--- config.mk ---
export PLATFORM = sky130hd
export DESIGN_NAME = seg_frame_scanner
export DESIGN_NICKNAME = d
export VERILOG_FILES = /design/src/rtl/snake_pkg.sv /design/src/rtl/seg_dbuf.sv /design/src/rtl/seg_frame_scanner.sv
export SDC_FILE = /design/constraint.sdc
export NUM_CORES = 1
export LEC_CHECK = 0
export ABC_AREA = 1
export CORE_ASPECT_RATIO = 0.75
export CORE_MARGIN = 4
export CORE_UTILIZATION = 46
export DETAILED_ROUTE_END_ITERATION = 12
export PLACE_DENSITY = 0.63
export SETUP_SLACK_MARGIN = 0.05
export SLEW_MARGIN = 20
export SYNTH_ARGS = -nofsm -noshare
export SYNTH_HDL_FRONTEND = slang
export SYNTH_SLANG_ARGS = --single-unit
--- constraint.sdc ---
create_clock -name clk -period 2.4 [get_ports clk]
set_input_delay 0.48 -clock clk [delete_from_list [all_inputs] [get_ports clk]]
set_output_delay 0.48 -clock clk [all_outputs]
set_load 0.1 [all_outputs]
--- src/rtl/snake_pkg.sv ---
// rtl/snake_pkg.sv - shared segment constants and scan-state types for the snake display
package snake_pkg;

   localparam int SEG_A  = 0;
   localparam int SEG_B  = 1;
   localparam int SEG_C  = 2;
   localparam int SEG_D  = 3;
   localparam int SEG_E  = 4;
   localparam int SEG_F  = 5;
   localparam int SEG_G  = 6;
   localparam int SEG_DP = 7;

   typedef logic [7:0] seg_t;

   typedef enum logic {
      BLANK = 1'b0,
      ON    = 1'b1
   } scan_state_t;

endpackage

--- src/rtl/seg_dbuf.sv ---
// rtl/seg_dbuf.sv - front/back segment double buffer with write port and front read port
module seg_dbuf
   import snake_pkg::*;
#(
   parameter  int N_DIGITS = 6,
   localparam int DW       = (N_DIGITS > 1) ? $clog2(N_DIGITS) : 1
) (
   input  logic          clk,
   input  logic          rst,
   input  logic          wr_en,
   input  logic [DW-1:0] wr_digit,
   input  logic [7:0]    wr_data,
   input  logic          swap,
   input  logic [DW-1:0] rd_digit,
   output logic [7:0]    rd_data
);

   localparam logic [DW-1:0] LAST_DIG = DW'(N_DIGITS - 1);

   seg_t buf0 [N_DIGITS];
   seg_t buf1 [N_DIGITS];
   logic sel;
   logic wr_ok;

   assign wr_ok = wr_en && (wr_digit <= LAST_DIG);

   // sel=0: buf0 is front, buf1 is back. Writes use the pre-toggle sel, so a
   // write on the swap edge lands in the buffer that is about to become front.
   always_ff @(posedge clk) begin
      if (rst) begin
         sel <= 1'b0;
         for (int i = 0; i < N_DIGITS; i++) begin
            buf0[i] <= '0;
            buf1[i] <= '0;
         end
      end else begin
         if (wr_ok && sel)
            buf0[wr_digit] <= wr_data;
         if (wr_ok && !sel)
            buf1[wr_digit] <= wr_data;
         if (swap)
            sel <= ~sel;
      end
   end

   assign rd_data = sel ? buf1[rd_digit] : buf0[rd_digit];

endmodule

--- src/rtl/seg_frame_scanner.sv ---
// rtl/seg_frame_scanner.sv - multiplexed 7-segment scanner with frame-boundary buffer swap
module seg_frame_scanner
   import snake_pkg::*;
#(
   parameter  int N_DIGITS   = 6,
   parameter  int ON_CLKS    = 1000,
   parameter  int BLANK_CLKS = 50,
   parameter  int ACTIVE_LOW = 1,
   localparam int DW         = (N_DIGITS > 1) ? $clog2(N_DIGITS) : 1
) (
   input  logic                clk,
   input  logic                rst,
   input  logic                wr_en,
   input  logic [DW-1:0]       wr_digit,
   input  logic [7:0]          wr_data,
   input  logic                swap_req,
   output logic                swap_done,
   output logic                segA,
   output logic                segB,
   output logic                segC,
   output logic                segD,
   output logic                segE,
   output logic                segF,
   output logic                segG,
   output logic                segDP,
   output logic [N_DIGITS-1:0] dig_en
);

   localparam int              CMAX      = (ON_CLKS > BLANK_CLKS) ? ON_CLKS : BLANK_CLKS;
   localparam int              CW        = $clog2(CMAX + 1);
   localparam logic [CW-1:0]   ON_LIM    = CW'(ON_CLKS);
   localparam logic [CW-1:0]   BLANK_LIM = CW'(BLANK_CLKS);
   localparam logic [DW-1:0]   LAST_DIG  = DW'(N_DIGITS - 1);
   localparam logic            POL       = (ACTIVE_LOW != 0);

   scan_state_t         state, state_n;
   logic [CW-1:0]       cnt, cnt_n;
   logic [DW-1:0]       dig, dig_n;
   logic                pending, pending_n;
   logic                frame_edge, do_swap;
   logic [7:0]          front_data;
   seg_t                seg_q;
   logic [N_DIGITS-1:0] en_q;
   logic                swap_done_q;

   // Front buffer is read at the next digit index so the lit pattern is
   // registered on the same edge the FSM enters ON.
   seg_dbuf #(.N_DIGITS(N_DIGITS)) u_dbuf (
      .clk      (clk),
      .rst      (rst),
      .wr_en    (wr_en),
      .wr_digit (wr_digit),
      .wr_data  (wr_data),
      .swap     (do_swap),
      .rd_digit (dig_n),
      .rd_data  (front_data)
   );

   // cnt counts cycles already shown in the current state; it leaves reset
   // at 0 so the first blank phase still lasts BLANK_CLKS visible cycles.
   always_comb begin
      state_n    = state;
      cnt_n      = cnt + CW'(1);
      dig_n      = dig;
      frame_edge = 1'b0;
      case (state)
         BLANK: begin
            if (cnt == BLANK_LIM) begin
               state_n = ON;
               cnt_n   = CW'(1);
            end
         end
         ON: begin
            if (cnt == ON_LIM) begin
               state_n = BLANK;
               cnt_n   = CW'(1);
               if (dig == LAST_DIG) begin
                  dig_n      = '0;
                  frame_edge = 1'b1;
               end else begin
                  dig_n = dig + DW'(1);
               end
            end
         end
         default: ;
      endcase
      do_swap   = frame_edge & pending;
      pending_n = (pending & ~frame_edge) | swap_req;
   end

   always_ff @(posedge clk) begin
      if (rst) begin
         state       <= BLANK;
         cnt         <= '0;
         dig         <= '0;
         pending     <= 1'b0;
         swap_done_q <= 1'b0;
         seg_q       <= '0;
         en_q        <= '0;
      end else begin
         state       <= state_n;
         cnt         <= cnt_n;
         dig         <= dig_n;
         pending     <= pending_n;
         swap_done_q <= do_swap;
         seg_q       <= (state_n == ON) ? front_data : '0;
         en_q        <= (state_n == ON) ? (N_DIGITS'(1) << dig_n) : '0;
      end
   end

   assign swap_done = swap_done_q;
   assign segA      = seg_q[SEG_A]  ^ POL;
   assign segB      = seg_q[SEG_B]  ^ POL;
   assign segC      = seg_q[SEG_C]  ^ POL;
   assign segD      = seg_q[SEG_D]  ^ POL;
   assign segE      = seg_q[SEG_E]  ^ POL;
   assign segF      = seg_q[SEG_F]  ^ POL;
   assign segG      = seg_q[SEG_G]  ^ POL;
   assign segDP     = seg_q[SEG_DP] ^ POL;
   assign dig_en    = en_q ^ {N_DIGITS{POL}};

endmodule

==> key figures, run 1 <==
Timing
  – RSZ-0062 raised after global routing: no
  – Max-slew violations: 0
  – Final setup fails: 0
  – Final Critical Period: 2.20 ns
  – Hold Fails Final Rpt: 0
  – Clock skew: 0.00452 ns
  – Fmax: 454 MHz
  – Tcrit/Tclk final: 91.7%

Drt
  – Routed Antenna Nets: 0
  – Routed wire length: 18200 um
  – DRC: 0
  – Initial DRC Count: 603
  – DRT Pass-1 Iters: 5
  – DR vias/cell: 5.09
  – Routed length per instance: 16.2 um
  – Via Count: 5751

Synthesis
  – Yosys reg bits: 159
  – Post-Syn Area: 7360 sq um
  – Avg Synthesized Cell Area: 9.09 sq um
  – Synthesized netlist cell count: 810
  – Ys Warns: 0
  – Seq/Total Area, Yosys: 60.6%
  – Yosys cell types: 31

Power
  – Internal power consumption: 4730 uW
  – Flop pwr share: 52.4%
  – Switch Pwr: 1230 uW
  – PwrDens: 666 nW/um^2
  – Switch share: 20.6%
  – Clock group share of total power: 43.0%
  – Max VDD drop: 0.445 mV
  – Static Leak: 0.00367 uW
  – Combinational share of power: 4.6%

Worst setup path
  – Worst Path Max Fanout: 42
  – Crit-path max cell delay: 0.32 ns
  – CP arrival: 2.52 ns
  – Crit path launch type: flop
  – Worst path bufs/invs: 3
  – Kind of critical path: reg2reg
  – CP endpoint kind: flop
  – Critical path's slowest cell: dfxtp_1
  – Cell Chain, Critical Path: inv_1 > ha_1 > nand2_1 > nor2_4 > nand4_4 > buf_12 > buf_12 > nand3_1 > nand2_1 > nand2_1 > nand3_1 > nand2_1 > nand2_1 > nand2_1 > nor2_1
  – Crit path top cell by count: nand2_1
  – Worst path required time: 2.72 ns
  – Crit path max-delay family: simple AND/OR/NAND/NOR gates

Die
  – Core area: 15500 sq um
  – Chip Height: 118 um
  – Starting Density: 47.6%
  – Die area: 18100 sq um
  – I/O Pins: 30
  – Rows: 39
  – Chip width: 154 um

Clock network
  – CTS sink count: 159
  – CTS tree: yes
  – Clock Latency Late Sink: 0.42 ns
  – H-Tree Level Count: 4
  – Clk root buf: clkbuf_16
  – CTS buffer count: 17
  – CTS hold repair buffers: 0
  – CTS max path bufs: 2
  – Clock transition at path regs: 0.06 ns

Placed design
  – I/O Buffers: 29
  – Detail Placement HPWL: 12700 um
  – Routability cong.: 0.861
  – Post-DP Area: 8280 sq um
  – Cells after DPL: 1093

Global routing
  – GRT Overall Usage: 20.3%
  – First-pass GRT wire length: 28400 um
  – Number of global-route vias before repair: 5395
  – Gr ovfl total: 0
  – Initial antenna violation count: 0
  – Largest net degree at the start of global routing: 43

Outcome
  – Status: complete, no violations

Finish
  – Layout Cells excl Fill: 1129
  – Most frequent cells in the layout: nand2_1, nor2_1, edfxtp_1
  – Most common cell after layout, fill and taps aside: nand2_1
  – Layout cells sized above 1: 15.0%
  – Final instance area: 8950 sq um
  – Diodes inserted: 0
  – Core Util, Final: 57.8%
  – Area delta synth->final: 21.5%
  – Net count, final: 929

Hold path
  – Hold Path Class: reg2reg

Job
  – Max_cap viols: 0
-- layer usage --
metal	GRT usage, %	wire [um]	part of all wire [%]
met1	30.2	8720	48
met2	28.9	8010	44
met3	5.73	1330	7.3
met4	5.57	161	0.88
met5	0	0	0
-- layout make-up --
cell class	count	area, sq um
Clock buffer	27	541
Clock inverter	5	26.3
Fill cell	1328	6520
Inverter	68	258
Multi-Input combinational cell	578	2540
Sequential cell	159	4460
Tap cell	205	256
Timing Repair Buffer	87	863
-- per-stage QoR --
step	total power, uW	setup TNS, ns	hold WS (ns)	worst slack [ns]
after global placement	3440	-0.288	0.456	-0.0361
after CTS	5980	0	0.473	0.0552
after global routing	6150	0	0.526	0.0273
after floorplan	3310	0	0.440	0.412
after detailed placement	3450	-2.31	0.464	-0.101
final	5960	0	0.468	0.199
-- Yosys cell counts (all sizes together) --
| cell type | instances | share of area, % |
|---|---|---|
| nor2 | 137 | 7.2 |
| nand2 | 261 | 13 |
| inv | 68 | 3.5 |
| xor2 | 3 | 0.36 |
| conb | 1 | 0.051 |
| ha | 3 | 0.51 |
| nor3 | 11 | 0.82 |
| xnor2 | 1 | 0.12 |
| a31o | 2 | 0.24 |
| clkbuf | 3 | 0.15 |
| nor4 | 1 | 0.085 |
| nor3b | 2 | 0.20 |
| edfxtp | 128 | 52 |
| nand3 | 105 | 7.9 |
| dfxtp | 31 | 8.4 |
| a21oi | 13 | 0.88 |
| o21ai | 5 | 0.34 |
| buf | 33 | 3.2 |
| nand4 | 2 | 0.37 |
-- worst register-to-register path, stage by stage (launching register included) --
cell     delay [ns]
dfxtp_1        0.32
inv_1          0.09
ha_1           0.18
nand2_1        0.10
nor2_4         0.17
nand4_4        0.19
buf_12         0.18
buf_12         0.16
nand3_1        0.18
nand2_1        0.07
nand2_1        0.05
nand3_1        0.13
nand2_1        0.12
nand2_1        0.05
nand2_1        0.07
nor2_1         0.04
-- registers in the layout, summed over array words and instances (netlist names) --
name / count
state: 1
u_dbuf.sel: 1
swap_done: 1
en_q: 6
u_dbuf.buf1: 64
u_dbuf.buf0: 64
cnt: 10
seg_q: 8
pending: 1
dig: 3
-- cell families (layout without fill, tap and decap cells) --
group	Yosys count	count (layout)	share of synthesized area [%]
simple gates	519	519	30.0
flops	159	159	60.6
buf+inv	104	187	6.83
compound gates	20	20	1.46
xor+xnor	4	4	0.476
fa+ha+maj	3	3	0.510
other cells	1	32	0.0509
-- worst paths after layout --
path           from  endpoint  slack (ns)  cells after the start
min reg2reg  cnt[0]    cnt[0]        0.47                      1
max reg2reg  cnt[0]  seg_q[0]        0.20                     15
min          cnt[0]    cnt[0]        0.47                      1
max          cnt[0]  seg_q[0]        0.20                     15
-- power by group through the flow --
| stage | clock network, uW | registers (uW) | logic, uW |
|---|---|---|---|
| after floorplan | 0 | 3160 | 141 |
| after global placement | 0 | 3170 | 265 |
| after CTS | 2590 | 3120 | 272 |
| after global routing | 2710 | 3130 | 307 |
| final | 2560 | 3120 | 275 |
| after detailed placement | 0 | 3180 | 270 |
-- repair_timing --
action,in CTS,in global routing
resized for setup,0,11
setup buffers,0,3
endpoints found under the setup margin,0,8
Note: power is estimated with default switching activity, not from simulation.
==> inputs of run 2 (changes only) <==
--- a/config.mk
+++ b/config.mk
@@ -12,7 +12,6 @@
 export DETAILED_ROUTE_END_ITERATION = 12
 export PLACE_DENSITY = 0.63
 export SETUP_SLACK_MARGIN = 0.05
-export SLEW_MARGIN = 20
 export SYNTH_ARGS = -nofsm -noshare
 export SYNTH_HDL_FRONTEND = slang
 export SYNTH_SLANG_ARGS = --single-unit
==> constraint.sdc (replaced) <==
create_clock -name clk -period 2.2 [get_ports clk]
set_input_delay 0.44 -clock clk [delete_from_list [all_inputs] [get_ports clk]]
set_output_delay 0.44 -clock clk [all_outputs]
set_load 0.1 [all_outputs]
==> key figures, run 2 (synthesis gave the netlist of run 1 again) <==
Placed design
  – I/O Buffers: 29
  – Cells after DPL: 1100
  – Detail Placement HPWL: 13000 um
  – Routability cong.: 0.856

Finish
  – Largest regs: u_dbuf.buf0 (64), u_dbuf.buf1 (64), cnt (10)
  – Layout fillers: 1282
  – Area delta synth->final: 27.3%
  – Layout Cells excl Fill: 1145
  – Area of the multi-input gates: 2640 sq um
  – FF/Latch Area: 4470 sq um
  – Most frequent cells in the layout: nand2_1, nor2_1, edfxtp_1
  – Net count, final: 948
  – Layout cells sized above 1: 18.0%
  – Diodes inserted: 0
  – Most common cell after layout, fill and taps aside: nand2_1

Global routing
  – First-pass GRT wire length: 30000 um
  – Gr ovfl total: 0
  – Largest net degree at the start of global routing: 43
  – GRT Overall Usage: 21.2%
  – Initial antenna violation count: 1
  – Number of global-route vias before repair: 5624

Clock network
  – CTS buffer count: 17
  – Clk root buf: clkbuf_16
  – Clock transition at path regs: 0.06 ns
  – CTS max path bufs: 2
  – H-Tree Level Count: 4
  – CTS sink count: 159
  – CTS tree: yes
  – Clock Latency Late Sink: 0.42 ns

Drt
  – DRT Pass-1 Iters: 5
  – Via Count: 5993
  – Routed Antenna Nets: 0
  – DR vias/cell: 5.23
  – Routed length per instance: 17.5 um
  – DRC: 0
  – Routed wire length: 20000 um
  – Initial DRC Count: 607

Worst setup path
  – Crit-path max cell delay: 0.33 ns
  – CP arrival: 2.41 ns
  – Worst path required time: 2.50 ns
  – Critical path's slowest cell: dfxtp_2
  – Crit path launch type: flop
  – CP endpoint kind: flop
  – Worst Path Max Fanout: 8
  – Cell Chain, Critical Path: inv_2 > ha_4 > nand2_2 > nor2_4 > nand4_4 > nand2_2 > nand2_2 > buf_6 > clkbuf_16 > nand2_1 > nand3_2 > a21oi_2 > nor2_2
  – Crit path top cell by count: nand2_2
  – Kind of critical path: reg2reg

Job
  – Max_cap viols: 0

Die
  – Chip width: 154 um
  – Starting Density: 47.6%
  – Rows: 39
  – Core area: 15500 sq um
  – Chip Height: 118 um
  – I/O Pins: 30
  – Die area: 18100 sq um

Power
  – Internal power consumption: 5240 uW
  – Switch share: 20.7%
  – Flop pwr share: 51.5%
  – Total power: 6610 uW
  – Clock group share of total power: 43.6%
  – Static Leak: 0.00385 uW
  – Combinational share of power: 4.9%
  – Max VDD drop: 0.474 mV
  – PwrDens: 705 nW/um^2
  – Switch Pwr: 1370 uW

Timing
  – Hold Fails Final Rpt: 0
  – RSZ-0062 raised after global routing: yes
  – Clock skew: 0.00655 ns
  – Final setup fails: 0
  – Final Critical Period: 2.11 ns
  – Max-slew violations: 0
  – Tcrit/Tclk final: 96.1%
  – Fmax: 473 MHz

Hold path
  – Hold Path Class: reg2reg

Outcome
  – Status: complete, no violations
-- run 2: critical path, delay by kind of cell, from the launching register on --
family                   cells  cell delay (ns)
AO/OA/AOI/OAI                1             0.28
adder cells (fa/ha/maj)      1             0.13
buffers and inverters        3             0.39
flip-flops                   1             0.33
AND/OR/NAND/NOR              8             0.83
-- run 2: area by class of cell --
cell class	instances	area share, %
Sequential cell	159	47.7
Multi-Input combinational cell	578	28.2
Timing Repair Buffer	106	12.7
Clock buffer	20	4.66
Tap cell	205	2.74
Inverter	68	2.72
Clock inverter	9	1.28
-- run 2: metrics by stage --
step	setup slack (ns)	cell area [sq um]	util [%]	hold slack [ns]	setup TNS [ns]
2_1_floorplan	0.252	7480	-	0.440	0
3_3_place_gp	-0.269	8370	54.1	0.463	-16.09
3_5_place_dp	-0.267	8370	54.1	0.505	-17.28
4_1_cts	0.00658	8980	58.0	0.517	0
5_1_grt	-0.0302	9370	60.6	0.551	-0.0302
6_report	0.0858	9370	60.6	0.513	0
-- run 2: repair_timing --
item,CTS,global route
gates resized for setup,4,33
gates cloned,1,9
pin swaps,1,13
endpoints found under the setup margin,4,54
hold buffers,0,0
buffers inserted,0,6
-- run 2: final timing paths --
path              end  slack [ns]  startpoint  cells after the start
max          seg_q[2]        0.09      cnt[1]                     13
min           pending        0.51     pending                      2
max reg2reg  seg_q[2]        0.09      cnt[1]                     13
min reg2reg   pending        0.51     pending                      2
-- run 2: metal layers --
metal | track usage, % | vias to the layer above | part of all wire, %
met4 | 6.01 | 0 | 1.2
met1 | 31.8 | 2870 | 45
met3 | 4.63 | 18 | 8.8
li1 | - | 2843 | -
met5 | 0 | - | 0
met2 | 30.9 | 262 | 45
-- run 2: power groups by stage --
| stage | Combinational, uW | Sequential (uW) | Clock (uW) |
|---|---|---|---|
| floorplan | 154 | 3450 | 0 |
| global placement | 300 | 3460 | 0 |
| detailed placement | 307 | 3470 | 0 |
| CTS | 310 | 3400 | 2920 |
| global route | 360 | 3410 | 3040 |
| finish | 324 | 3410 | 2880 |
==> inputs of run 3 (changes only) <==
==> constraint.sdc (replaced) <==
create_clock -name clk -period 2.66 [get_ports clk]
set_input_delay 0.532 -clock clk [delete_from_list [all_inputs] [get_ports clk]]
set_output_delay 0.532 -clock clk [all_outputs]
set_load 0.1 [all_outputs]
==> key figures, run 3 (synthesis gave the netlist of run 1 again) <==
Timing
  – Fmax: 426 MHz
  – Clock skew: 0.00936 ns
  – Setup TNS Final: 0 ns
  – Max-slew violations: 0
  – Hold Fails Final Rpt: 0
  – Final setup fails: 0
  – RSZ-0062 raised after global routing: no
  – Tcrit/Tclk final: 88.3%
  – Final Critical Period: 2.35 ns

Finish
  – Layout cells sized above 1: 12.6%
  – Area delta synth->final: 17.6%
  – Most common cell after layout, fill and taps aside: nand2_1
  – Largest regs: u_dbuf.buf0 (64), u_dbuf.buf1 (64), cnt (10)
  – Net count, final: 908
  – Core Util, Final: 55.9%
  – Diodes inserted: 0
  – Most frequent cells in the layout: nand2_1, nor2_1, edfxtp_1
  – Layout Cells excl Fill: 1108

Clock network
  – CTS tree: yes
  – CTS hold repair buffers: 0
  – H-Tree Level Count: 4
  – CTS max path bufs: 2
  – CTS buffer count: 17
  – Clock Latency Late Sink: 0.44 ns
  – CTS sink count: 159
  – Clock transition at path regs: 0.06 ns
  – Clk root buf: clkbuf_16

Worst setup path
  – Worst path required time: 2.97 ns
  – CP endpoint kind: flop
  – Cell Chain, Critical Path: inv_1 > ha_1 > nand2_1 > nor2_2 > nand4_4 > buf_12 > nand2_1 > nand2_2 > buf_12 > nand2_1 > nand3_1 > a21oi_1 > nor2_1
  – Crit path launch type: flop
  – Crit path top cell by count: nand2_1
  – Worst path bufs/invs: 3
  – Worst Path Max Fanout: 65
  – Critical path's slowest cell: a21oi_1
  – CP arrival: 2.66 ns
  – Crit-path max cell delay: 0.34 ns
  – Crit path max-delay family: simple AND/OR/NAND/NOR gates
  – Kind of critical path: reg2reg

Drt
  – Routed wire length: 18300 um
  – Via Count: 5740
  – DRT Pass-1 Iters: 7
  – Routed Antenna Nets: 0
  – Routed length per instance: 16.5 um
  – DRC: 0
  – Initial DRC Count: 564
  – DR vias/cell: 5.18

Power
  – PwrDens: 619 nW/um^2
  – Max VDD drop: 0.430 mV
  – Static Leak: 0.00351 uW

Outcome
  – Status: complete, no violations

Global routing
  – Largest net degree at the start of global routing: 66
  – GRT Overall Usage: 20.7%
  – Initial antenna violation count: 0
  – Gr ovfl total: 0
  – First-pass GRT wire length: 28900 um
  – Number of global-route vias before repair: 5346

Job
  – Max_cap viols: 0

Die
  – Rows: 39
  – Starting Density: 47.6%
  – I/O Pins: 30
  – Die area: 18100 sq um
  – Core area: 15500 sq um
  – Chip width: 154 um
  – Chip Height: 118 um

Placed design
  – Routability cong.: 0.856
  – Cells after DPL: 1076
  – Detail Placement HPWL: 12700 um
  – I/O Buffers: 29

Hold path
  – Hold Path Class: reg2reg
run 3: cell count changes in the layout (fill, tap and decap cells not counted), moves of 4 or more:
cell,previous run,this run
nor2_1,129,133
buf_4,64,47
nand2_1,252,256
nand3_1,90,94
buf_6,4,0
buf_12,16,5
clkbuf_16,24,17
clkbuf_8,0,7
run 3: cell type report:
cell class              instances  area (sq um)
inverters                      68           255
multi-input cells             578          2520
fillers                      1344          6810
clock inverters                 5          28.8
well taps                     205           256
repair buffers                 66           593
clock buffers                  27           537
flip-flops and latches        159          4460
run 3: report_power, final:
part | total, uW | switching (uW) | internal [uW]
Combinational | 227 | 154 | 73.3
Clock | 2320 | 943 | 1370
Sequential | 2820 | 34.0 | 2780
Total | 5360 | 1130 | 4230
run 3: worst paths after layout:
| path | from | end | slack [ns] | cells past startpoint |
|---|---|---|---|---|
| max | cnt[0] | seg_q[7] | 0.31 | 13 |
| min | cnt[0] | cnt[0] | 0.48 | 1 |
| max reg2reg | cnt[0] | seg_q[7] | 0.31 | 13 |
| min reg2reg | cnt[0] | cnt[0] | 0.48 | 1 |
run 3: worst register-to-register path: stages, from the launching register on:
cell and delay [ns]:
dfxtp_1 0.33, inv_1 0.11, ha_1 0.18, nand2_1 0.07, nor2_2 0.19, nand4_4 0.15, buf_12 0.23, nand2_1 0.12
nand2_2 0.09, buf_12 0.18, nand2_1 0.08, nand3_1 0.09, a21oi_1 0.34, nor2_1 0.08
run 3: through the flow:
stage	cell area [sq um]	power, uW	hold slack (ns)	setup WS [ns]
finish	8650	5360	0.482	0.311
global route	8650	5510	0.515	0.0966
detailed placement	8080	3090	0.467	0.127
global placement	8080	3080	0.458	0.129
CTS	8650	5380	0.481	0.168
floorplan	7480	2980	0.440	0.620
run 3: per-layer routing:
layer | part of all wire (%) | routed length (um) | global-route usage (%) | up-vias
li1 | - | - | - | 2762
met1 | 45 | 8190 | 30.1 | 2701
met2 | 43 | 7970 | 30.1 | 256
met3 | 11 | 1990 | 6.98 | 21
met4 | 1.0 | 184 | 4.69 | 0
met5 | 0 | 0 | 0 | -
run 3: what timing repair did:
| action | in CTS | in global routing |
|---|---|---|
| setup buffers | 0 | 0 |
| gates resized for setup | 0 | 2 |
| setup endpoints to repair | 0 | 3 |
